$ cat src/rtl/toy_bus_arb_node_itcm_ack_rr_if.sv
// rtl/toy_bus_arb_node_itcm_ack_rr_if.sv - ToyBusAck valid/ready channel carrying one ack payload
interface toy_bus_arb_node_itcm_ack_rr_if #(
  parameter int DATA_W = 256,
  parameter int SB_W   = 10,
  parameter int ID_W   = 4
);
  logic              vld;
  logic              rdy;
  logic              opcode;
  logic [DATA_W-1:0] data;
  logic [SB_W-1:0]   sideband;
  logic [ID_W-1:0]   src_id;
  logic [ID_W-1:0]   tgt_id;

  modport master (
    output vld, opcode, data, sideband, src_id, tgt_id,
    input  rdy
  );

  modport slave (
    input  vld, opcode, data, sideband, src_id, tgt_id,
    output rdy
  );
endinterface

$ cat src/rtl/toy_bus_arb_node_itcm_ack_rr.sv
// rtl/toy_bus_arb_node_itcm_ack_rr.sv - 2:1 round-robin ack merge with a DEPTH-entry output FIFO
module toy_bus_arb_node_itcm_ack_rr #(
  parameter int DATA_W = 256,
  parameter int SB_W   = 10,
  parameter int ID_W   = 4,
  parameter int DEPTH  = 2
) (
  input  logic                                  clk,
  input  logic                                  rst,
  toy_bus_arb_node_itcm_ack_rr_if.slave         in0_if,
  toy_bus_arb_node_itcm_ack_rr_if.slave         in1_if,
  toy_bus_arb_node_itcm_ack_rr_if.master        out_if
);
  localparam int PW = 1 + DATA_W + SB_W + 2 * ID_W;
  localparam int AW = (DEPTH > 1) ? $clog2(DEPTH) : 1;
  localparam int CW = $clog2(DEPTH + 1);

  logic [PW-1:0] mem_q [DEPTH];
  logic [CW-1:0] count_q, count_d;
  logic [AW-1:0] rptr_q, rptr_d;
  logic [AW-1:0] wptr_q, wptr_d;
  logic          rr_q, rr_d;

  logic [PW-1:0] pay0, pay1, head;
  logic          full, sel0, sel1, rdy0, rdy1, push, pop, out_vld;

  assign pay0 = {in0_if.opcode, in0_if.data, in0_if.sideband, in0_if.src_id, in0_if.tgt_id};
  assign pay1 = {in1_if.opcode, in1_if.data, in1_if.sideband, in1_if.src_id, in1_if.tgt_id};

  assign full = (count_q == CW'(DEPTH));
  assign sel0 = in0_if.vld && (!in1_if.vld || !rr_q);
  assign sel1 = in1_if.vld && (!in0_if.vld ||  rr_q);
  // rst gating keeps both readies low while reset is held, independent of the clock
  assign rdy0 = sel0 && !full && !rst;
  assign rdy1 = sel1 && !full && !rst;
  assign in0_if.rdy = rdy0;
  assign in1_if.rdy = rdy1;

  assign push    = rdy0 || rdy1;
  assign out_vld = (count_q != '0);
  assign pop     = out_vld && out_if.rdy;

  assign head       = mem_q[rptr_q];
  assign out_if.vld = out_vld;
  assign {out_if.opcode, out_if.data, out_if.sideband, out_if.src_id, out_if.tgt_id} = head;

  always_comb begin
    count_d = count_q;
    rptr_d  = rptr_q;
    wptr_d  = wptr_q;
    rr_d    = rr_q;
    if (push) begin
      wptr_d = wptr_q + AW'(1);
      rr_d   = ~rdy1;
    end
    if (pop) begin
      rptr_d = rptr_q + AW'(1);
    end
    case ({push, pop})
      2'b10:   count_d = count_q + CW'(1);
      2'b01:   count_d = count_q - CW'(1);
      default: count_d = count_q;
    endcase
  end

  always_ff @(posedge clk or posedge rst) begin
    if (rst) begin
      count_q <= '0;
      rptr_q  <= '0;
      wptr_q  <= '0;
      rr_q    <= 1'b0;
      for (int i = 0; i < DEPTH; i++) begin
        mem_q[i] <= '0;
      end
    end else begin
      count_q <= count_d;
      rptr_q  <= rptr_d;
      wptr_q  <= wptr_d;
      rr_q    <= rr_d;
      if (push) begin
        mem_q[wptr_q] <= rdy1 ? pay1 : pay0;
      end
    end
  end
endmodule

$ cat src/flat_wrapper.sv
// flat-port wrapper written by rule: the top's interface ports become plain ports
module toy_bus_arb_node_itcm_ack_rr_flat 
#(
  parameter int DATA_W = 256,
  parameter int SB_W   = 10,
  parameter int ID_W   = 4,
  parameter int DEPTH  = 2
)
  (clk, rst, in0_if_vld, in0_if_opcode, in0_if_data, in0_if_sideband, in0_if_src_id, in0_if_tgt_id, in0_if_rdy, in1_if_vld, in1_if_opcode, in1_if_data, in1_if_sideband, in1_if_src_id, in1_if_tgt_id, in1_if_rdy, out_if_vld, out_if_opcode, out_if_data, out_if_sideband, out_if_src_id, out_if_tgt_id, out_if_rdy);
  toy_bus_arb_node_itcm_ack_rr_if #(.DATA_W(DATA_W), .SB_W(SB_W), .ID_W(ID_W)) in0_if_i ();
  toy_bus_arb_node_itcm_ack_rr_if #(.DATA_W(DATA_W), .SB_W(SB_W), .ID_W(ID_W)) in1_if_i ();
  toy_bus_arb_node_itcm_ack_rr_if #(.DATA_W(DATA_W), .SB_W(SB_W), .ID_W(ID_W)) out_if_i ();
  input  logic clk;
  input  logic rst;
  input wire logic [$bits(in0_if_i.vld)-1:0] in0_if_vld;
  input wire logic [$bits(in0_if_i.opcode)-1:0] in0_if_opcode;
  input wire logic [$bits(in0_if_i.data)-1:0] in0_if_data;
  input wire logic [$bits(in0_if_i.sideband)-1:0] in0_if_sideband;
  input wire logic [$bits(in0_if_i.src_id)-1:0] in0_if_src_id;
  input wire logic [$bits(in0_if_i.tgt_id)-1:0] in0_if_tgt_id;
  output wire logic [$bits(in0_if_i.rdy)-1:0] in0_if_rdy;
  input wire logic [$bits(in1_if_i.vld)-1:0] in1_if_vld;
  input wire logic [$bits(in1_if_i.opcode)-1:0] in1_if_opcode;
  input wire logic [$bits(in1_if_i.data)-1:0] in1_if_data;
  input wire logic [$bits(in1_if_i.sideband)-1:0] in1_if_sideband;
  input wire logic [$bits(in1_if_i.src_id)-1:0] in1_if_src_id;
  input wire logic [$bits(in1_if_i.tgt_id)-1:0] in1_if_tgt_id;
  output wire logic [$bits(in1_if_i.rdy)-1:0] in1_if_rdy;
  output wire logic [$bits(out_if_i.vld)-1:0] out_if_vld;
  output wire logic [$bits(out_if_i.opcode)-1:0] out_if_opcode;
  output wire logic [$bits(out_if_i.data)-1:0] out_if_data;
  output wire logic [$bits(out_if_i.sideband)-1:0] out_if_sideband;
  output wire logic [$bits(out_if_i.src_id)-1:0] out_if_src_id;
  output wire logic [$bits(out_if_i.tgt_id)-1:0] out_if_tgt_id;
  input wire logic [$bits(out_if_i.rdy)-1:0] out_if_rdy;
  assign in0_if_i.vld = in0_if_vld;
  assign in0_if_i.opcode = in0_if_opcode;
  assign in0_if_i.data = in0_if_data;
  assign in0_if_i.sideband = in0_if_sideband;
  assign in0_if_i.src_id = in0_if_src_id;
  assign in0_if_i.tgt_id = in0_if_tgt_id;
  assign in0_if_rdy = in0_if_i.rdy;
  assign in1_if_i.vld = in1_if_vld;
  assign in1_if_i.opcode = in1_if_opcode;
  assign in1_if_i.data = in1_if_data;
  assign in1_if_i.sideband = in1_if_sideband;
  assign in1_if_i.src_id = in1_if_src_id;
  assign in1_if_i.tgt_id = in1_if_tgt_id;
  assign in1_if_rdy = in1_if_i.rdy;
  assign out_if_vld = out_if_i.vld;
  assign out_if_opcode = out_if_i.opcode;
  assign out_if_data = out_if_i.data;
  assign out_if_sideband = out_if_i.sideband;
  assign out_if_src_id = out_if_i.src_id;
  assign out_if_tgt_id = out_if_i.tgt_id;
  assign out_if_i.rdy = out_if_rdy;
  toy_bus_arb_node_itcm_ack_rr #(.DATA_W(DATA_W), .SB_W(SB_W), .ID_W(ID_W), .DEPTH(DEPTH)) u_core (.clk(clk), .rst(rst), .in0_if(in0_if_i), .in1_if(in1_if_i), .out_if(out_if_i));
endmodule
$ cat config.mk
export PLATFORM = sky130hd
export DESIGN_NAME = toy_bus_arb_node_itcm_ack_rr_flat
export DESIGN_NICKNAME = d
export VERILOG_FILES = /design/src/rtl/toy_bus_arb_node_itcm_ack_rr_if.sv /design/src/rtl/toy_bus_arb_node_itcm_ack_rr.sv /design/src/flat_wrapper.sv
export SDC_FILE = /design/constraint.sdc
export NUM_CORES = 1
export LEC_CHECK = 0
export CORE_UTILIZATION = 25
export DETAILED_ROUTE_END_ITERATION = 7
export GPL_ROUTABILITY_DRIVEN = 0
export PLACE_DENSITY = 0.52
export SLEW_MARGIN = 10
export SYNTH_ARGS = -nofsm -noshare
export SYNTH_HDL_FRONTEND = slang
export SYNTH_SLANG_ARGS = --single-unit
$ cat constraint.sdc
create_clock -name clk -period 37.2 [get_ports clk]
set_clock_uncertainty 0.15 [all_clocks]
set_input_delay 7.44 -clock clk [delete_from_list [all_inputs] [get_ports clk]]
set_output_delay 7.44 -clock clk [all_outputs]
set_load 0.01 [all_outputs]
==> results.cfg <==
[synthesis]
async_reset_ff_share_pct = 100
syn_avg_cell_area_um2 = 9.60
muxShareOfSynthArea_pct = 9.76
synth_edf_count = 0
synth_seq_cells = 555
synth_flop_cell = dfrtp_1
synthSimpleGateAreaFrac_pct = 10.1
syn_area_um2 = 31700
synth_cells = 3304
synth_top_family_by_area = compound AO/OA/AOI/OAI gates
yosys-top-cells-area = dfrtp_1 44%, a31oi_1 22%, mux2_2 9.8%
syn_nets = 3860
synth_adder_area_share_pct = 0.0395
synth_seq_area_share_pct = 43.8
synthXorXnorAreaFrac_pct = 0.138
yosys.area.top_type = dfrtp_1
synth_compound_area_share_pct = 29.4
synthDominantCellAreaShare_pct = 43.8
yosys.cell_types.count = 30
synth-warning-count = 0

[finish]
final_cell_mix = 1102 x a31oi_1, 830 x clkdlybuf4s50_1, 554 x dfrtp_1
area_delta_synth_final_pct = 35.4
drive_gt1_share_pct = 12.2
final_util_pct = 34.2
multi_input_area_um2 = 15700
layout_commonest_cell = a31oi_1
register_area_um2 = 13900
fill_cells = 12900
fin_nets = 4304

[drt]
detail_route.wirelength_um = 137000
drt_iter0_drc = 3025
dr_total_vias = 32300
vias_per_cell = 5.91
wire_per_inst_um = 25.0
ant_nets = 0
dr.pass1.iters = 7
route.detailed.drc = 0

[critical_path]
worstSetupStartpointType = primary input
path_common_cell = clkdlybuf4s50_1
critPathMaxFanout = 34
max_stage_delay_ns = 0.71
worst_setup_path_end_kind = output pin
cp.required_ns = 29.61
critPathKind = in -> out
worstPathCellList = clkdlybuf4s50_1, nor2b_4, nor4_1, clkdlybuf4s50_1
critPathTopFamily = buffers and inverters
cp_num_buf_inv = 2
cp_slowest_cell = nor2b_4
arrival_ns = 9.57

[clocking]
post-cts-setup-buffers = 0
path_clk_slew_ns = 0.05
ctsResizeCount = 0
cts_buffer_depth = 3
cts_root_buffer = clkbuf_16
cts_sinks = 555
cts_made_buffers = 72
postCtsHoldBufs = 0
htree_levels = 3
clk_latency_ns = 0.62
cts_tree = done

[die]
die_height_um = 358
num_io_pins = 833
rows = 130
core_um2 = 126000
die_w_um = 358
dieArea_um2 = 128000
start_util_pct = 25.2

[global_route]
grt_pass1_wl_um = 201000
grt_overflow = 0
grt_max_degree = 226
antenna_found_initial = 28
grt_pass1_vias = 30900
gr-usage-all-layers_pct = 20.0

[power_and_ir_drop]
swShare_pct = 41.1
p_per_area_nw_per_um2 = 88.7
p_int_mw = 2.24
netSwitchingPower_mw = 1.57
leakage_nw = 14.9
clock_power_share_pct = 18.6
seqPwrFrac_pct = 28.0
peakVddDrop_v = 0.0000918
combPwrFrac_pct = 53.3

[place]
port_buffers = 832
preCtsSetupSlack_ns = 20.03
dp_hpwl_um = 80600

[timing]
fmax_ghz = 0.0583
rsz0062_at_grt = false
finalHoldViolCount = 0
worst_slack_ns = 20.04
finalSetupTns_ns = 0
hold_ws_ns = 0.388
relSlewSlack_pct = 21.1
worst_pin_slew_ns = 1.17
final.min_clock_period_ns = 17.16
finalSetupViolCount = 0
maxSlewViolCount = 0
fin_crit_sh_pct = 46.1

[hold_path]
min_path_type = reg -> reg

[job]
cap_violations = 0

[status]
status = complete, no violations
through the flow:
step                      cell area (um^2)  power (mW)  cells
after floorplan                      31700        2.20   3304
after global placement               40500        3.08   5324
after detailed placement             40500        3.09   5324
after CTS                            42900        3.82   5448
after global routing                 42900        4.02   5463
final                                42900        3.81   5469
sequential cells by signal, indices dropped and copies added, names as in the netlist:
name            count
u_core.wptr_q       1
u_core.count_q      2
u_core.mem_q      550
u_core.rptr_q       1
u_core.rr_q         1
kinds of logic after synthesis:
group | count (synthesis)
compound gates | 1379
buf+inv | 525
xor+xnor | 5
flops | 555
simple gates | 564
fa+ha+maj | 1
mux | 275
synthesized netlist by cell type, drive strengths merged (2+ instances only):
master,count
inv,2
mux2,275
nor2b,2
o41ai,275
or4,275
xnor2,2
nor4,2
dfrtp,555
buf,84
nor2,3
a31oi,1102
clkbuf,438
nand2,276
and3,2
xor2,3
tightest hold or removal path, cell delays in order, from the launching register on:
cell and delay [ns]:
dfrtp_1 0.33, a31oi_1 0.04, a31oi_1 0.12
final cells by class:
| type | count | area share, % |
|---|---|---|
| Inverter | 3 | 0.0612 |
| Clock buffer | 101 | 4.89 |
| Sequential cell | 555 | 32.3 |
| Multi-Input combinational cell | 2224 | 36.6 |
| Tap cell | 1650 | 4.81 |
| Antenna cell | 21 | 0.122 |
| Clock inverter | 23 | 0.562 |
| Timing Repair Buffer | 892 | 20.6 |
power groups by stage:
| stage | Sequential [mW] | Combinational (mW) | Clock, mW |
|---|---|---|---|
| after floorplan | 1.02 | 1.18 | 0 |
| after global placement | 1.06 | 2.02 | 0 |
| after detailed placement | 1.07 | 2.02 | 0 |
| after CTS | 1.06 | 2.03 | 0.729 |
| after global routing | 1.10 | 2.17 | 0.749 |
| final | 1.07 | 2.03 | 0.710 |
layer usage:
metal  global-route usage [%]  up-vias  part of all wire [%]
li1                         -    14400                     -
met1                     26.2    16400                    42
met2                     32.1     1266                    48
met3                     4.70      188                   7.7
met4                     6.57       26                   2.7
met5                        0        -                  0.12
worst paths after layout:
kind	start	to	slack, ns	cells after the start
max reg2reg	u_core.count_q[1]$_DFFE_PP0P_	u_core.mem_q[411]$_DFFE_PP0P_	32.30	7
max	in0_if_vld	in1_if_rdy	20.04	4
min in group asynchronous	rst	u_core.mem_q[81]$_DFFE_PP0P_	7.46	3
max in group asynchronous	rst	u_core.mem_q[330]$_DFFE_PP0P_	27.09	5
min reg2reg	u_core.mem_q[255]$_DFFE_PP0P_	u_core.mem_q[255]$_DFFE_PP0P_	0.39	2
min	u_core.mem_q[255]$_DFFE_PP0P_	u_core.mem_q[255]$_DFFE_PP0P_	0.39	2
Power figures use the tool's default switching activity.
